===== src/rtl/isp_loader_pkg.sv =====
// isp_loader_pkg: shared FSM states, header field sizes and the default sync byte.
package isp_loader_pkg;
  typedef enum logic [2:0] {
    ST_IDLE,
    ST_LEN,
    ST_ADDR,
    ST_DATA,
    ST_CSUM,
    ST_DONE
  } state_t;
  localparam int LEN_BYTES = 2;
  localparam int ADDR_BYTES = 4;
  localparam logic [7:0] DEFAULT_SYNC = 8'hA5;
endpackage


===== src/rtl/isp_word_assembler.sv =====
// isp_word_assembler: shifts bytes LSB-first into a word and flags each completed word.
module isp_word_assembler #(
  parameter int DATA_WIDTH = 32
) (
  input  logic                  clock,
  input  logic                  reset,
  input  logic                  clear,
  input  logic                  strobe,
  input  logic [7:0]            byte_in,
  output logic [DATA_WIDTH-1:0] word,
  output logic                  done,
  output logic                  last
);
  localparam int BPW = DATA_WIDTH / 8;
  localparam int LW = $clog2(BPW + 1);
  logic [LW-1:0] lane;
  assign last = lane == LW'(BPW - 1);
  always_ff @(posedge clock or posedge reset)
    if (reset) begin
      word <= '0;
      lane <= '0;
      done <= 1'b0;
    end else if (clear) begin
      word <= '0;
      lane <= '0;
      done <= 1'b0;
    end else begin
      done <= strobe && last;
      if (strobe) begin
        word <= DATA_WIDTH'({byte_in, word} >> 8);
        lane <= last ? '0 : lane + 1'b1;
      end
    end
endmodule


===== src/rtl/isp_loader.sv =====
// isp_loader: framed byte-stream ISP master; define ISP_LOADER_CHECKSUM_EN to require a trailing checksum byte.
module isp_loader
  import isp_loader_pkg::*;
#(
  parameter int         DATA_WIDTH     = 32,
  parameter int         ADDRESS_BITS   = 20,
  parameter logic [7:0] SYNC_BYTE      = DEFAULT_SYNC,
  parameter int         TIMEOUT_CYCLES = 1000000
) (
  input  logic                    clock,
  input  logic                    reset,
  input  logic [7:0]              byte_in,
  input  logic                    byte_valid,
  output logic                    isp_write,
  output logic [ADDRESS_BITS-1:0] isp_address,
  output logic [DATA_WIDTH-1:0]   isp_data,
  output logic                    start,
  output logic [ADDRESS_BITS-1:0] prog_address,
  output logic                    core_hold,
  output logic                    busy,
  output logic                    error
);
  localparam int BPW = DATA_WIDTH / 8;
  localparam int TW = $clog2(TIMEOUT_CYCLES + 1);
`ifdef ISP_LOADER_CHECKSUM_EN
  localparam state_t TAIL = ST_CSUM;
`else
  localparam state_t TAIL = ST_DONE;
`endif
  state_t state;
  logic [1:0] hdr_cnt;
  logic [15:0] len, words_left;
  logic [ADDRESS_BITS-1:0] addr_base, addr_nx;
  logic [TW-1:0] idle_cnt;
  logic active, tmo, strobe, clear, last_lane;
  assign active = state != ST_IDLE && state != ST_DONE;
  assign tmo = active && idle_cnt == TW'(TIMEOUT_CYCLES - 1);
  assign strobe = byte_valid && state == ST_DATA && !tmo;
  assign clear = state != ST_DATA || tmo;
  assign busy = state != ST_IDLE;
  assign addr_nx = addr_base | ADDRESS_BITS'(32'(byte_in) << {hdr_cnt, 3'b000});
  isp_word_assembler #(.DATA_WIDTH(DATA_WIDTH)) u_asm (
    .clock  (clock),
    .reset  (reset),
    .clear  (clear),
    .strobe (strobe),
    .byte_in(byte_in),
    .word   (isp_data),
    .done   (isp_write),
    .last   (last_lane)
  );
`ifdef ISP_LOADER_CHECKSUM_EN
  logic [7:0] sum;
  always_ff @(posedge clock or posedge reset)
    if (reset) sum <= '0;
    else if (state == ST_IDLE) sum <= '0;
    else if (byte_valid && !tmo && (state == ST_LEN || state == ST_ADDR || state == ST_DATA))
      sum <= sum + byte_in;
`endif
  always_ff @(posedge clock or posedge reset)
    if (reset) begin
      state <= ST_IDLE;
      hdr_cnt <= '0;
      len <= '0;
      words_left <= '0;
      addr_base <= '0;
      idle_cnt <= '0;
      isp_address <= '0;
      prog_address <= '0;
      start <= 1'b0;
      core_hold <= 1'b0;
      error <= 1'b0;
    end else begin
      start <= 1'b0;
      idle_cnt <= (!active || byte_valid) ? '0 : idle_cnt + 1'b1;
      if (isp_write) isp_address <= isp_address + ADDRESS_BITS'(BPW);
      if (tmo) begin
        state <= ST_IDLE;
        error <= 1'b1;
        core_hold <= 1'b0;
      end else begin
        case (state)
          ST_IDLE:
            if (byte_valid && byte_in == SYNC_BYTE) begin
              state <= ST_LEN;
              error <= 1'b0;
              core_hold <= 1'b1;
              hdr_cnt <= '0;
              addr_base <= '0;
            end
          ST_LEN:
            if (byte_valid) begin
              len <= {byte_in, len[15:8]};
              hdr_cnt <= hdr_cnt == 2'(LEN_BYTES - 1) ? '0 : hdr_cnt + 1'b1;
              if (hdr_cnt == 2'(LEN_BYTES - 1)) state <= ST_ADDR;
            end
          ST_ADDR:
            if (byte_valid) begin
              addr_base <= addr_nx;
              hdr_cnt <= hdr_cnt + 1'b1;
              if (hdr_cnt == 2'(ADDR_BYTES - 1)) begin
                isp_address <= addr_nx;
                prog_address <= addr_nx;
                words_left <= len;
                state <= len != 0 ? ST_DATA : TAIL;
                start <= len == 0 && TAIL == ST_DONE;
              end
            end
          ST_DATA:
            if (byte_valid && last_lane) begin
              words_left <= words_left - 1'b1;
              if (words_left == 16'd1) begin
                state <= TAIL;
                start <= TAIL == ST_DONE;
              end
            end
`ifdef ISP_LOADER_CHECKSUM_EN
          ST_CSUM:
            if (byte_valid) begin
              if (byte_in == sum) begin
                state <= ST_DONE;
                start <= 1'b1;
              end else begin
                state <= ST_IDLE;
                error <= 1'b1;
                core_hold <= 1'b0;
              end
            end
`endif
          ST_DONE: begin
            state <= ST_IDLE;
            core_hold <= 1'b0;
          end
          default: begin
            state <= ST_IDLE;
            core_hold <= 1'b0;
          end
        endcase
      end
    end
endmodule


===== config.mk =====
export PLATFORM = sky130hd
export DESIGN_NAME = isp_loader
export DESIGN_NICKNAME = d
export VERILOG_FILES = /design/src/rtl/isp_loader_pkg.sv /design/src/rtl/isp_word_assembler.sv /design/src/rtl/isp_loader.sv
export SDC_FILE = /design/constraint.sdc
export NUM_CORES = 1
export LEC_CHECK = 0
export CAP_MARGIN = 20
export CORE_MARGIN = 5
export CORE_UTILIZATION = 55
export CTS_BUF_LIST = sky130_fd_sc_hd__clkbuf_16
export CTS_CLUSTER_DIAMETER = 60
export CTS_CLUSTER_SIZE = 8
export DETAILED_ROUTE_END_ITERATION = 12
export PLACE_DENSITY = 0.78
export SLEW_MARGIN = 30
export SYNTH_ARGS = -nofsm -noshare
export SYNTH_HDL_FRONTEND = slang
export SYNTH_SLANG_ARGS = --single-unit

===== constraint.sdc =====
create_clock -name clock -period 7.58 [get_ports clock]
set_input_delay 1.516 -clock clock [delete_from_list [all_inputs] [get_ports clock]]
set_output_delay 1.516 -clock clock [all_outputs]
set_load 0.01 [all_outputs]

==> flow_summary.rst, run 1 <==
.. list-table::
   :header-rows: 1

   * - Metric
     - Value
   * - Non-Filler Instances
     - 967
   * - Maximum capacitance violations
     - 0
   * - Height of the die
     - 126 µm
   * - Total global-route track usage
     - 22.2%
   * - Count of antenna-violating nets left after detailed routing
     - 0
   * - Detailed Route WL
     - 17,000 µm
   * - Slack of the critical path
     - 4.07 ns
   * - Largest net degree at the start of global routing
     - 107
   * - Aggregate global routing overflow
     - 0
   * - CTS H-tree lvls
     - 4
   * - Post-synth ARST share
     - 100%
   * - Share of synthesized area spent on multiplexers
     - 9.07%
   * - Max Buffers Root-to-Sink
     - 2
   * - Post-CTS sizing
     - 0
   * - Count of unresolved DRC violations after routing
     - 0
   * - Setup Viol. Count Final
     - 0
   * - Hold crit path type
     - flip-flop to flip-flop
   * - Via/cell ratio
     - 5.85
   * - Cell area after synthesis
     - 7420 µm²
   * - CTS buffer count
     - 17
   * - Number of enable-type register cells in the synthesized netlist
     - 0
   * - Post-synthesis simple-gate area fraction
     - 16.5%
   * - Max stage delay on crit path
     - 0.51 ns
   * - Post-synth top area share
     - 52.6%
   * - Top post-synthesis cells by area
     - sky130_fd_sc_hd__dfrtp_1 (53%), sky130_fd_sc_hd__a21oi_1 (5.8%), sky130_fd_sc_hd__nor2_1 (5.6%)
   * - Clk_skew
     - 0.00688 ns
   * - Net switching power
     - 1.18 mW
   * - Maximum resistive drop on vdd
     - 177 µV
   * - Capturing element type of the critical path
     - output port
   * - Capture point of the worst reg-to-reg path
     - words_left[3]$_DFFE_PP0P_
   * - Clock Tree Root
     - sky130_fd_sc_hd__clkbuf_16
   * - Hold Path Sink
     - idle_cnt[0]$_DFF_PP0_
   * - Initial Utilization
     - 56.1%
   * - Beginning of the worst register-to-register path
     - state[1]$_DFFE_PP0P_
   * - Ordered list of cells on the worst path
     - nor2_1 -> nand2_1 -> clkdlybuf4s50_1
   * - Core Footprint
     - 13,200 µm²
   * - Most frequent cells after synthesis
     - sky130_fd_sc_hd__dfrtp_1 (156), sky130_fd_sc_hd__nor2_1 (111), sky130_fd_sc_hd__a21oi_1 (86), sky130_fd_sc_hd__mux2i_1 (41), sky130_fd_sc_hd__nand2_1 (31)
   * - Final cycle utilization of the critical path
     - 46.4%
   * - Pre-antenna DRT Iters
     - 5
   * - Drt first-iter violations
     - 702
   * - Transition at the pin with the smallest max-transition slack
     - 0.980 ns
   * - Register-to-Register Setup Slack
     - 4.92 ns
   * - Port buffer count
     - 87
   * - Clock-pin transition on the worst setup and hold timing paths
     - 0.06 ns
   * - Critical Path Source Type
     - flip-flop
   * - Data arrival time of the critical path
     - 2.00 ns
   * - Ratio of total power to cell area
     - 377 nW/µm²
   * - Die Wd
     - 126 µm
   * - Total placed cells including tap cells
     - 935
   * - Unique masters post-synth
     - 67
   * - Skew-Pair Late Insertion Delay
     - 0.43 ns
   * - Min-Delay Startpoint
     - idle_cnt[0]$_DFF_PP0_
   * - Worst Path Buf+Inv
     - 1
   * - Worst setup timing slack at the placement stage
     - 3.57 ns
   * - Final hold violations
     - 0
   * - Crit Path Category
     - flip-flop to output port
   * - Relative slew slack
     - 34.7%
   * - Number of synthesis warnings
     - 0
   * - Gate count after technology mapping
     - 706
   * - Worst Hold Depth
     - 1
   * - # IOs
     - 88
   * - Cell row count
     - 42
   * - Fin crit period
     - 3.51 ns
   * - Post-CTS setup buffer count
     - 0
   * - Initial antenna violation count
     - 0
   * - Top-count cell post-synth
     - sky130_fd_sc_hd__dfrtp_1
   * - Overall die area
     - 15,900 µm²
   * - Setup TNS
     - 0 ns
   * - Proportion of layout cells with a drive suffix above 1
     - 8.85%
   * - Result of the run
     - complete, no violations
   * - Worst EP required
     - 6.06 ns
   * - Combinational group share of total power
     - 33.2%
   * - Hold buffer count at cts
     - 0
   * - Maximum fanout along the worst path
     - 9
   * - Area fraction in compound gates after synthesis
     - 12.7%
   * - Number of global-route vias before repair
     - 5,452
   * - Switching Share
     - 35.0%
   * - Slowest stage cell, crit path
     - sky130_fd_sc_hd__dfrtp_1
   * - Yosys reg bits
     - 156
   * - R2R cell count
     - 5
   * - Net count of the mapped netlist
     - 725
   * - Largest family of logic cells by synthesized area
     - simple AND/OR/NAND/NOR gates
   * - Global-route wire length before repair
     - 28,500 µm
   * - TritonCTS clock tree
     - built
   * - Top cell type by total area after synthesis
     - sky130_fd_sc_hd__dfrtp_1
   * - Total clock sinks
     - 156
   * - Share of power burned in the clock network
     - 25.9%
   * - Via count
     - 5,659
   * - Antenna cells
     - 0
   * - Sequential cell area fraction in the yosys report
     - 52.6%
   * - Unrepaired setup endpoints after global routing
     - no
   * - WL per Instance
     - 17.6 µm
   * - Area growth, synth to finish
     - 20.3%
   * - CP delay by family, top
     - simple AND/OR/NAND/NOR gates
   * - Synth Area per Inst
     - 10.5 µm²
   * - Final Slew Violations
     - 0
   * - Sum of net half-perimeters after detailed placement
     - 11,400 µm
   * - Share of synthesized cell area in full adder, half adder and majority cells
     - 1.35%
   * - NumNets Final
     - 797
   * - Gp weighted congestion
     - 0.878
   * - Pleak
     - 3.81 nW
   * - Xor-xnor portion of the synthesized cell area
     - 3.99%
   * - Commonest register cell after synthesis
     - sky130_fd_sc_hd__dfrtp_1
   * - Power Internal
     - 2.19 mW
   * - Max Clk Rate
     - 285 MHz
   * - Part of the total power dissipated in sequential elements
     - 40.9%
==> layer usage <==
metal  vias up  global-route usage (%)  routed length [µm]
met2       202                    33.7                7990
met1      2765                    31.9                7600
met3        34                    4.95                1040
met5         -                       0                   0
met4         0                    7.32                 373
li1       2658                       -                   -
==> how the worst max path moves through the flow <==
stage | start | endpoint | slack [ns] | depth (start not counted)
floorplan | reset | addr_base[0]$_DFFE_PP0P_ | 1.86 | 1
global placement | byte_valid | words_left[3]$_DFFE_PP0P_ | 3.72 | 7
detailed placement | byte_valid | words_left[3]$_DFFE_PP0P_ | 3.57 | 7
CTS | byte_valid | words_left[3]$_DFFE_PP0P_ | 4.01 | 7
global route | byte_in[1] | addr_base[5]$_DFFE_PP0P_ | 3.89 | 5
finish | state[2]$_DFFE_PP0P_ | busy | 4.07 | 3
==> power by group through the flow <==
stage                     Clock (mW)  Sequential [mW]  Combinational (mW)
after floorplan                    0             1.36               0.664
after global placement             0             1.37                1.07
after detailed placement           0             1.38                1.11
after CTS                      0.884             1.37                1.12
after global routing           0.931             1.42                1.23
final                          0.874             1.38                1.12
==> state kept, by name, summed over array words and instances, names as in the netlist <==
register / flops
isp_address: 20
len: 16
addr_base: 20
state: 3
u_asm.lane: 3
start: 1
hdr_cnt: 2
idle_cnt: 20
words_left: 16
u_asm.word: 32
error: 1
core_hold: 1
u_asm.done: 1
prog_address: 20
==> per-stage QoR <==
step / utilization, % / total power [mW] / area, µm² / hold WS [ns]
floorplan: - / 2.02 / 7420 / 0.424
global placement: 62.8 / 2.44 / 8320 / 0.437
detailed placement: 62.8 / 2.49 / 8320 / 0.451
CTS: 67.4 / 3.38 / 8920 / 0.453
global route: 67.5 / 3.58 / 8930 / 0.469
finish: 67.5 / 3.37 / 8930 / 0.450
==> cell families (layout without fill, tap and decap cells) <==
logic type / after synthesis / after routing
AO/OA/AOI/OAI: 151 / 151
AND/OR/NAND/NOR: 245 / 245
buffers and inverters: 52 / 137
multiplexers: 61 / 61
XOR/XNOR: 33 / 33
adder cells (fa/ha/maj): 8 / 8
flip-flops: 156 / 156
==> area by class of cell <==
type / count / area (µm²)
flip-flops and latches: 156 / 3900
repair buffers: 93 / 911
well taps: 176 / 220
clock inverters: 15 / 180
multi-input cells: 498 / 3240
clock buffers: 17 / 425
inverters: 12 / 52.6
fillers: 1012 / 4310
==> cells in the final DEF, fill, tap and decap left out, types with 15 or more instances in the layout <==
| cell | netlist | layout |
|---|---|---|
| sky130_fd_sc_hd__a21oi_1 | 86 | 86 |
| sky130_fd_sc_hd__a22o_1 | 15 | 15 |
| sky130_fd_sc_hd__clkbuf_16 | 0 | 17 |
| sky130_fd_sc_hd__clkdlybuf4s50_1 | 0 | 86 |
| sky130_fd_sc_hd__dfrtp_1 | 156 | 156 |
| sky130_fd_sc_hd__mux2i_1 | 41 | 41 |
| sky130_fd_sc_hd__nand2_1 | 31 | 31 |
| sky130_fd_sc_hd__nand3_1 | 22 | 22 |
| sky130_fd_sc_hd__nand4_1 | 15 | 15 |
| sky130_fd_sc_hd__nor2_1 | 111 | 111 |
| sky130_fd_sc_hd__o21ai_0 | 19 | 19 |
| sky130_fd_sc_hd__xor2_1 | 23 | 23 |
Power figures use the tool's default switching activity.
==> inputs of run 2 (changes only) <==
- clock period: 7.58 -> 3.6 ns (I/O delays scaled with it)
==> flow_summary.rst, run 2 (synthesis gave the netlist of run 1 again) <==
.. list-table::
   :header-rows: 1

   * - Metric
     - Value
   * - Most common library cell in the layout ignoring fill and taps
     - sky130_fd_sc_hd__dfrtp_1 (unchanged)
   * - Setup Viol. Count Final
     - 0 (unchanged)
   * - Aggregate global routing overflow
     - 0 (unchanged)
   * - Largest register FFs
     - 32 (unchanged)
   * - Combined area of the multi-input logic cells
     - 3240 µm² (about the same)
   * - # IOs
     - 88 (unchanged)
   * - Core Footprint
     - 13,200 µm² (unchanged)
   * - CTS H-tree lvls
     - 4 (unchanged)
   * - Core Util, Final
     - 67.7% (was 67.5%)
   * - Most used cells in the layout excluding fill and tap cells
     - sky130_fd_sc_hd__dfrtp_1 (156), sky130_fd_sc_hd__nor2_1 (111), sky130_fd_sc_hd__a21oi_1 (86), sky130_fd_sc_hd__clkdlybuf4s50_1 (86), sky130_fd_sc_hd__mux2i_1 (41) (unchanged)
   * - Initial antenna violation count
     - 0 (unchanged)
   * - Maximum capacitance violations
     - 0 (unchanged)
   * - Clk_skew
     - 0.0157 ns (was 0.00688 ns)
   * - Part of the total power dissipated in sequential elements
     - 41.5% (was 40.9%)
   * - Sum of net half-perimeters after detailed placement
     - 12,000 µm (was 11,400 µm)
   * - Count of antenna-violating nets left after detailed routing
     - 0 (unchanged)
   * - Hold crit path type
     - flip-flop to flip-flop (unchanged)
   * - Hold buffer count at cts
     - 0 (unchanged)
   * - Die Wd
     - 126 µm (unchanged)
   * - Final cycle utilization of the critical path
     - 75.1%
   * - Number of global-route vias before repair
     - 5,805 (was 5,452)
   * - Footprint of the flip-flops and latches
     - 3900 µm² (unchanged)
   * - Combinational group share of total power
     - 34.1% (was 33.2%)
   * - Pleak
     - 3.83 nW (was 3.81 nW)
   * - Port buffer count
     - 87 (unchanged)
   * - NumNets Final
     - 805 (was 797)
   * - Count of unresolved DRC violations after routing
     - 0 (unchanged)
   * - Area growth, synth to finish
     - 20.7% (was 20.3%)
   * - Global-route wire length before repair
     - 29,300 µm (was 28,500 µm)
   * - Transition at the pin with the smallest max-transition slack
     - 0.913 ns (was 0.980 ns)
   * - Net switching power
     - 2.51 mW (was 1.18 mW)
   * - Register with the most flip-flops
     - u_asm.word (unchanged)
   * - Via/cell ratio
     - 5.89 (was 5.85)
   * - Detailed Route WL
     - 17,400 µm (was 17,000 µm)
   * - Overall die area
     - 15,900 µm² (unchanged)
   * - Maximum fanout along the worst path
     - 9 (unchanged)
   * - Final hold violations
     - 0 (unchanged)
   * - CTS buffer count
     - 17 (unchanged)
   * - Height of the die
     - 126 µm (unchanged)
   * - Relative slew slack
     - 38.6% (was 34.7%)
   * - Proportion of layout cells with a drive suffix above 1
     - 9.79% (was 8.85%)
   * - Share of power burned in the clock network
     - 24.4% (was 25.9%)
   * - Critical Path Source Type
     - flip-flop (unchanged)
   * - Post-CTS sizing
     - 0 (unchanged)
   * - Fin crit period
     - 2.70 ns
   * - Max Buffers Root-to-Sink
     - 2 (unchanged)
   * - Final Slew Violations
     - 0 (unchanged)
   * - Total global-route track usage
     - 22.7% (was 22.2%)
   * - Via count
     - 5,729 (was 5,659)
   * - Slack of the critical path
     - 0.897 ns (was 4.07 ns)
   * - Setup TNS
     - 0 ns (unchanged)
   * - Initial Utilization
     - 56.1% (unchanged)
   * - Total of fill cells in the finished design
     - 1,045 (was 1,012)
   * - TritonCTS clock tree
     - built (unchanged)
   * - Result of the run
     - complete, no violations (unchanged)
   * - Worst EP required
     - 2.88 ns (was 6.06 ns)
   * - Gp weighted congestion
     - 0.840 (was 0.878)
   * - Ratio of total power to cell area
     - 782 nW/µm² (was 377 nW/µm²)
   * - Post-CTS setup buffer count
     - 0 (unchanged)
   * - Antenna cells
     - 0 (unchanged)
   * - Clock Tree Root
     - sky130_fd_sc_hd__clkbuf_16 (unchanged)
   * - Largest net degree at the start of global routing
     - 82 (was 107)
   * - Unrepaired setup endpoints after global routing
     - no (unchanged)
   * - Pre-antenna DRT Iters
     - 5 (unchanged)
   * - Cell row count
     - 42 (unchanged)
   * - Crit Path Category
     - flip-flop to output port (unchanged)
   * - Max Clk Rate
     - 370 MHz
   * - Data arrival time of the critical path
     - 1.98 ns (was 2.00 ns)
   * - Worst Hold Margin
     - 0.452 ns (was 0.450 ns)
   * - WL per Instance
     - 17.9 µm (was 17.6 µm)
   * - Skew-Pair Late Insertion Delay
     - 0.43 ns (about the same)
   * - Capturing element type of the critical path
     - output port (unchanged)
   * - Total clock sinks
     - 156 (unchanged)
   * - Power Internal
     - 4.49 mW (was 2.19 mW)
   * - Maximum resistive drop on vdd
     - 394 µV (was 177 µV)
   * - Clock-pin transition on the worst setup and hold timing paths
     - 0.06 ns (about the same)
   * - Switching Share
     - 35.8% (was 35.0%)
   * - Drt first-iter violations
     - 583 (was 702)
   * - Worst setup timing slack at the placement stage
     - 0.539 ns (was 3.57 ns)
[run 2: worst max-delay path, stage by stage (launching register included)]
cell                              delay [ns]
sky130_fd_sc_hd__dfrtp_1                0.52
sky130_fd_sc_hd__nor2_1                 0.40
sky130_fd_sc_hd__nand2_1                0.13
sky130_fd_sc_hd__clkdlybuf4s50_1        0.50
[run 2: stage by stage]
step	std cells	instance area, µm²	power (mW)
6_report	973	8960	7.01
3_3_place_gp	943	8400	5.18
3_5_place_dp	943	8410	5.29
4_1_cts	973	8960	7.02
5_1_grt	973	8960	7.41
2_1_floorplan	706	7430	4.26
[run 2: per-layer routing]
layer	vias up	part of all wire, %	global-route usage, %	wire, µm
met4	0	1.5	7.26	257
met3	21	5.8	5.88	1020
met1	2853	44	31.0	7680
met2	184	49	35.7	8480
met5	-	0	0	0
li1	2671	-	-	-
[run 2: path summary, 6_finish.rpt]
kind / startpoint / to / slack, ns / cells after the start
setup / recovery: state[2]$_DFFE_PP0P_ / busy / 0.90 / 3
hold / removal: idle_cnt[0]$_DFF_PP0_ / idle_cnt[0]$_DFF_PP0_ / 0.45 / 1
setup reg to reg: state[1]$_DFFE_PP0P_ / words_left[8]$_DFFE_PP0P_ / 1.01 / 6
hold reg to reg: idle_cnt[0]$_DFF_PP0_ / idle_cnt[0]$_DFF_PP0_ / 0.45 / 1
max in group asynchronous: reset / words_left[5]$_DFFE_PP0P_ / 2.02 / 3
min in group asynchronous: reset / u_asm.word[28]$_DFFE_PP0P_ / 0.74 / 2
[run 2: power by group through the flow]
stage	sequential (mW)	clock, mW	combinational [mW]
after floorplan	2.86	0	1.40
after global placement	2.88	0	2.30
after detailed placement	2.92	0	2.37
after CTS	2.89	1.73	2.40
after global routing	2.98	1.81	2.62
final	2.91	1.71	2.39
[run 2: area by class of cell]
class	instances	share of cell area, %
Timing Repair Buffer	101	11.1
Multi-Input combinational cell	498	36.2
Tap cell	176	2.46
Inverter	12	0.544
Clock buffer	17	4.75
Clock inverter	13	1.44
Sequential cell	156	43.6
